File: src/rtl/rr_grant4.sv
// Four-requester round-robin arbiter with bounded hold time and a registered one-hot grant.
// Latency: a grant appears the cycle after the request is sampled; a handoff happens on a single edge.
// Backpressure: none; the owner keeps the grant while its request is high, for at most MAX_HOLD cycles under contention.
module rr_grant4 #(
   parameter int MAX_HOLD = 8,
   parameter int CNT_W    = 8
) (
   input  logic clk,
   input  logic rst_n,
   input  logic req0,
   input  logic req1,
   input  logic req2,
   input  logic req3,
   output logic gnt0,
   output logic gnt1,
   output logic gnt2,
   output logic gnt3,
   output logic gnt_valid,
   output logic preempt
);

   typedef enum logic {IDLE, GRANT} state_t;

   localparam logic [CNT_W-1:0] HOLD_LAST = CNT_W'(MAX_HOLD - 1);

   state_t           state, state_nxt;
   logic [1:0]       ptr, ptr_nxt;
   logic [1:0]       owner, owner_nxt;
   logic [1:0]       owner_inc;
   logic [CNT_W-1:0] hold_cnt, hold_nxt;
   logic [3:0]       req;
   logic [3:0]       others;
   logic [3:0]       gnt_nxt;
   logic             preempt_nxt;

   assign req       = {req3, req2, req1, req0};
   assign owner_inc = owner + 2'd1;

   // First asserted request scanning cyclically upward from index 'from'.
   // Scanning from the far end down lets the nearest hit win.
   function automatic logic [1:0] search(input logic [1:0] from, input logic [3:0] r);
      logic [1:0] idx;
      search = from;
      for (int i = 3; i >= 0; i--) begin
         idx = from + 2'(i);
         if (r[idx]) search = idx;
      end
   endfunction

   // Arbitration state: mode, rotation pointer, current owner and hold counter.
   always_ff @(posedge clk or negedge rst_n) begin
      if (!rst_n) begin
         state    <= IDLE;
         ptr      <= 2'd0;
         owner    <= 2'd0;
         hold_cnt <= '0;
      end else begin
         state    <= state_nxt;
         ptr      <= ptr_nxt;
         owner    <= owner_nxt;
         hold_cnt <= hold_nxt;
      end
   end

   // Next-state decision: new grant from idle, release handoff, hold count, timeout preemption.
   always_comb begin
      state_nxt   = state;
      ptr_nxt     = ptr;
      owner_nxt   = owner;
      hold_nxt    = hold_cnt;
      preempt_nxt = 1'b0;
      others      = req & ~(4'b0001 << owner);
      case (state)
         IDLE: begin
            if (|req) begin
               owner_nxt = search(ptr, req);
               hold_nxt  = '0;
               state_nxt = GRANT;
            end
         end
         GRANT: begin
            if (!req[owner]) begin
               // Release: pointer moves past the old owner, hand off directly if anyone waits.
               ptr_nxt  = owner_inc;
               hold_nxt = '0;
               if (|req) owner_nxt = search(owner_inc, req);
               else      state_nxt = IDLE;
            end else if (hold_cnt < HOLD_LAST) begin
               hold_nxt = hold_cnt + 1'b1;
            end else begin
               // Timeout: the owner sits last in the scan from owner+1, so any waiter wins.
               hold_nxt = '0;
               if (|others) begin
                  ptr_nxt     = owner_inc;
                  owner_nxt   = search(owner_inc, req);
                  preempt_nxt = 1'b1;
               end
            end
         end
         default: state_nxt = IDLE;
      endcase
      gnt_nxt = (state_nxt == GRANT) ? (4'b0001 << owner_nxt) : 4'b0000;
   end

   // Registered outputs, so the downstream encoder only ever sees one-hot or zero.
   always_ff @(posedge clk or negedge rst_n) begin
      if (!rst_n) begin
         {gnt3, gnt2, gnt1, gnt0} <= 4'b0000;
         gnt_valid                <= 1'b0;
         preempt                  <= 1'b0;
      end else begin
         {gnt3, gnt2, gnt1, gnt0} <= gnt_nxt;
         gnt_valid                <= |gnt_nxt;
         preempt                  <= preempt_nxt;
      end
   end

endmodule

File: config.mk
export PLATFORM = sky130hd
export DESIGN_NAME = rr_grant4
export DESIGN_NICKNAME = d
export VERILOG_FILES = /design/src/rtl/rr_grant4.sv
export SDC_FILE = /design/constraint.sdc
export NUM_CORES = 1
export LEC_CHECK = 0
export ABC_AREA = 1
export BUFFER_PORTS_ARGS = -buffer_cell sky130_fd_sc_hd__buf_2
export CAP_MARGIN = 20
export CORE_MARGIN = 2
export CORE_UTILIZATION = 58
export DETAILED_ROUTE_END_ITERATION = 10
export HOLD_SLACK_MARGIN = 0.06
export PLACE_DENSITY_LB_ADDON = 0.25
export SYNTH_ARGS = -nofsm -noshare
export SYNTH_HDL_FRONTEND = slang
export SYNTH_SLANG_ARGS = --single-unit
File: constraint.sdc
create_clock -name clk -period 2.7 [get_ports clk]
set_clock_uncertainty 0.15 [all_clocks]
set_input_delay 0.54 -clock clk [delete_from_list [all_inputs] [get_ports clk]]
set_output_delay 0.54 -clock clk [all_outputs]
set_load 0.1 [all_outputs]
[After elaboration in Yosys (flattened, before gate mapping)]
Index checks and enable logic that the tools add are counted.
Widths: inputs -> output; s select.
Operators by class
  muxes and demuxes: 47
  order comparisons: 10
  reduce and logical (&&, ||, !) cells: 4
  equality and inequality tests: 3
  bitwise operators: 3
  shifts and indexed selects: 2
  $add $sub $neg: 8
Operator list (count)
  $mux 2: 16
  $lt 2x3->1 const B: 9
  $mux 8: 3
  $bmux 1 s2: 9
  $pmux 8 s2: 1
  $mux 1: 15
  $reduce_or 4->1: 3
  $add 2x2->2 const B: 4
  $add 8x1->8 const B: 1
  $lt 8x3->1 const B: 1
  $shl 1x2->4 const A: 2
  $add 2x1->2 const B: 3
  $and 4x4->4: 1
  $mux 4: 1
  $ne 2x2->1 const B: 2
  $not 4->4: 1
  $pmux 2 s2: 1
  $reduce_and 3->1: 1
  $ne 2x1->1 const B: 1
  $pmux 1 s2: 1
  $not 1->1: 1
Word-level totals
  output and inout port bits: 6
  bits of input ports: 6
  bits in registers: 19

[Longest topological paths before layout]
  word-level depth: 15
  depth in mapped cells: 18
  depth with buffers taken out: 18

[Least setup slack after synthesis]
Ideal clock, no wire load.
  path type: reg2reg
  from: register owner[0]
  to: register gnt2
  period minus slack after synthesis: 2.086 ns
  setup slack: 0.614 ns
  library setup time: 0.120 ns
  arrival time: 1.815 ns
  stages on the path, launching flop included: 19
  required time: 2.430 ns
  path through: dfrtp_1 > inv_2 > ha_1 > inv_2 > nand2_1 > nand2_2 > nand2_1 > nand2_1 > inv_1 > nand2_1 > nand2_1 > nand2_1 > nand2_1 > nand2_1 > nand2_1 > nand3_1 > nand2_1 > nor2_1 > nor2_1
Between the ends
  cells in the longest elaborated chain, start to end: 14
  elaborated cells between the ends (all ways): 32
  classes of those cells: add/sub (4); shift (2); mux (23); bitwise (2); reduce/logical (1)
Ends and longest elaborated chain
  start: declaration: line 28  | logic [1:0] owner, owner_nxt;
  start signal: assignment: line 60  | owner <= owner_nxt;
  $add 2x1->2 (*): line 37  | assign owner_inc = owner + 2'd1;
  net owner_inc[0]: line 29  | logic [1:0] owner_inc;
  $add 2x2->2: line 45  | idx = from + 2'(i);
  $bmux 1 s2: line 46  | if (r[idx]) search = idx;
  $mux 1 (not written as such): line 46
  $mux 2 (3 in series): line 46
  $mux 2 (*): line 46
  $mux 2: line 93  | if (|others) begin
  $mux 2: line 88  | end else if (hold_cnt < HOLD_LAST) begin
  $mux 2 (*): line 82  | if (!req[owner]) begin
  $pmux 2 s2 (*): line 73  | case (state)
  $shl 1x2->4 (*): line 102  | gnt_nxt = (state_nxt == GRANT) ? (4'b0001 << owner_nxt) : 4'b0000;
  $mux 4 (*): line 102
  net gnt_nxt[2]: line 33  | logic [3:0] gnt_nxt;
  end signal: assignment: line 112  | {gnt3, gnt2, gnt1, gnt0} <= gnt_nxt;
  end: declaration: line 16  | output logic gnt2,
Mark *: on every way through the listed nets, which the timed path passes. The rest lies on a longest branch. The select of a mux whose other input is x is not followed.
A chain may end at the register's enable or synchronous reset.

[Worst setup path after layout]
  from: register owner[1]
  to: register gnt2
Same word-level chain as after synthesis.

==> summary.txt <==
Setup path
  • Startpoint Class: register
  • Path type of the worst setup path: register to register
  • Crit path required time: around 2700 ps
  • CP Capture Type: register
  • Critical Path Fanout Max: 7
  • Arrival @ worst endpoint: roughly 2400 ps

Global routing
  • Met2 Usage GRT: between 30 and 40%
  • First-pass GRT wire length: 4650 µm
  • GR Util All Layers: a little under a quarter
  • Antenna violations before repair: 0
  • Met3 usage: 6.00%
  • Gr busiest metal: met2
  • Largest net degree at the start of global routing: 20
  • Vias in the first global route: 1116
  • GR Overflow Total: 0
  • Grt met1 use: 29.4%

Routing
  • DR WL/cell: roughly 11 µm
  • Via count: 1243
  • Routed vias/inst: 5.16
  • Post-DRT Antenna Nets: 0
  • DRC: 0
  • Pre-antenna DRT Iters: 4
  • Overall routed net length: 2610 µm
  • Iter 0 DRT Violations: 43

Placement
  • DP HPWL: around 2000 µm
  • Area post-placement: 0.00143 mm²
  • Gp weighted congestion: 0.903
  • Dpl cells: 236
  • IO buf count: 11

STA
  • Final setup viols: 0
  • Tcrit/Tclk final: 85.9%
  • Max-slew headroom: between 60% and 70%
  • RSZ-0062 raised after global routing: no
  • Max Freq: 431 MHz
  • Tmin final: between 2000 and 2500 ps
  • Worst-Margin Slew: 487 ps
  • Slew Viols, Final: 0
  • Fin. Hold Viols: 0
  • Post-Route Setup TNS: 0 ps

Die
  • Die span in y: approximately 52 µm
  • Cell Rows: 17
  • Starting density of the core: 61.1%
  • Core area: 0.00221 mm²
  • Ports: 12
  • Die width: around 52 µm
  • DIE AREA: roughly 0.0027 mm²

Finish
  • Area growth syn-to-layout: 8.15%
  • Non-Filler Instances: 241
  • Max FFs per register: 8
  • Fraction of layout cells with a size suffix above 1: 16.4%
  • Layout Cell Area excl Fill: around 0.0015 mm²
  • Fillers: between 200 and 250
  • Number of diodes: 0
  • Biggest register: hold_cnt
  • Post-layout net count: 225
  • Top Registers: hold_cnt (8), owner (2), ptr (2)

Logic synthesis
  • Cell Area, Synth: about 0.0014 mm²
  • Post-synth cell types: 25
  • Area leader, netlist: dfrtp_1
  • Post-synthesis sequential element count: 19
  • Mean post-synth cell area: roughly 6.8 µm²
  • Yosys warns: 0
  • Synth Net Count: 210
  • Largest cells by area after synthesis: dfrtp_1, nand2_1, inv_1
  • Post-synth top area share: a little over a third
  • Sequential share of the synthesized area: 35.2%
  • Cell count after synthesis: around 200

Clock tree
  • Clk pin slew, worst setup/hold paths: 100 ps
  • Root Buffer Master: clkbuf_4
  • Num Clock Sinks: 19
  • CTS Buf Count: 3
  • H-tree Lvls: 1
  • Clock tree buffer depth: 2
  • Post-CTS Resized: 0
  • Worst skew pair latency: 300 ps
  • CTS tree: done

Pwr
  • Max IR drop VDD: 0.000867 V
  • P per Cell Area: 1350 mW/mm²
  • P_leak: 0.840 nW

Run status
  • Status: finished clean

Run
  • Maxcap violations: 0

Hold path
  • Worst Hold Class: primary input to register
## cells in the final DEF (no fill, tap or decap), types with 2 or more instances in the layout
cell / Yosys / routed
nand2_1: 71 / 71
inv_1: 28 / 28
dfrtp_1: 19 / 19
nand3_1: 17 / 17
nor2_1: 14 / 14
buf_2: 0 / 11
o21ai_0: 10 / 10
nand2_2: 7 / 7
inv_2: 6 / 6
ha_1: 5 / 5
nand3_2: 3 / 3
clkbuf_4: 0 / 3
o22ai_1: 2 / 2
nor3_1: 2 / 2
o21ai_1: 2 / 2
a21oi_1: 2 / 2
## cell usage after synthesis (all sizes together)
master / count
nand2: 79
inv: 34
nand3: 20
dfrtp: 19
nor2: 14
o21ai: 14
ha: 5
a21oi: 2
buf: 2
nor3: 2
o22ai: 2
a32o: 1
clkbuf: 1
nand4: 1
nor4: 1
xnor2: 1
xor2: 1
## metal layers
metal	vias up	share of wire (%)
li1	648	-
met1	569	49
met2	21	46
met3	5	3.4
met4	0	0.96
met5	-	0
## cell type report
type / instances / area [µm²] / share of cell area (%)
clock buffer: 4 / 26.3 / 1.80
inverter: 34 / 128 / 8.73
multi-input combinational: 143 / 724 / 49.6
sequential: 19 / 475 / 32.5
tap: 28 / 35.0 / 2.40
timing repair buffer: 13 / 72.6 / 4.97
## kinds of logic (layout without fill, tap and decap cells)
group                      Yosys count  after routing  share of synthesized area (%)
and+or+nand+nor                    117            117                           39.0
adders and majority gates            5              5                           4.63
AOI/OAI and AO/OA                   19             19                           8.70
buffers and inverters               37             51                           11.2
DFF                                 19             19                           35.2
xor gates and xnor gates             2              2                           1.30
## final timing paths
kind	start	end	slack, ps	depth (start not counted)
setup / recovery	owner[1]	gnt2	380	18
max in group asynchronous	rst_n	gnt1	1540	2
min in group asynchronous	rst_n	gnt_valid	560	2
hold / removal	req2	gnt_valid	330	3
setup reg to reg	owner[1]	gnt2	380	18
hold reg to reg	hold_cnt[6]	hold_cnt[6]	350	2
## critical path, cell delays in order (launching register included)
cell and delay, ps:
dfrtp_1 510, inv_1 120, ha_1 360, inv_2 120
nand2_1 70, nand2_2 70, nand2_1 60, nand2_1 60
inv_1 40, nand2_1 50, nand2_1 40, nand2_1 50
nand2_1 60, nand3_1 60, nand2_1 60, nand2_1 90
inv_1 40, nor2_1 140, nor2_1 70
## power breakdown
group	total [mW]	switching (mW)	internal, mW
Combinational	1.40	0.956	0.440
Sequential	0.433	0.0752	0.358
Clock	0.140	0.0822	0.0576
## metrics by stage
stage | total power [mW] | util (%) | worst slack, ps | hold slack, ps
finish | 1.97 | 66.1 | 381 | 332
global route | 2.21 | 66.1 | 72.4 | 337
CTS | 1.97 | 66.1 | 388 | 332
detailed placement | 1.83 | 64.4 | 408 | 339
global placement | 1.79 | 64.4 | 501 | 326
floorplan | 1.62 | - | 614 | 94.4
## what timing repair did
| action | 4_1_cts | 5_1_grt |
|---|---|---|
| setup buffers | 0 | 0 |
| hold buffers | 1 | 0 |
| hold endpoints to repair | 19 | 0 |
Note: power is estimated with default switching activity, not from simulation.
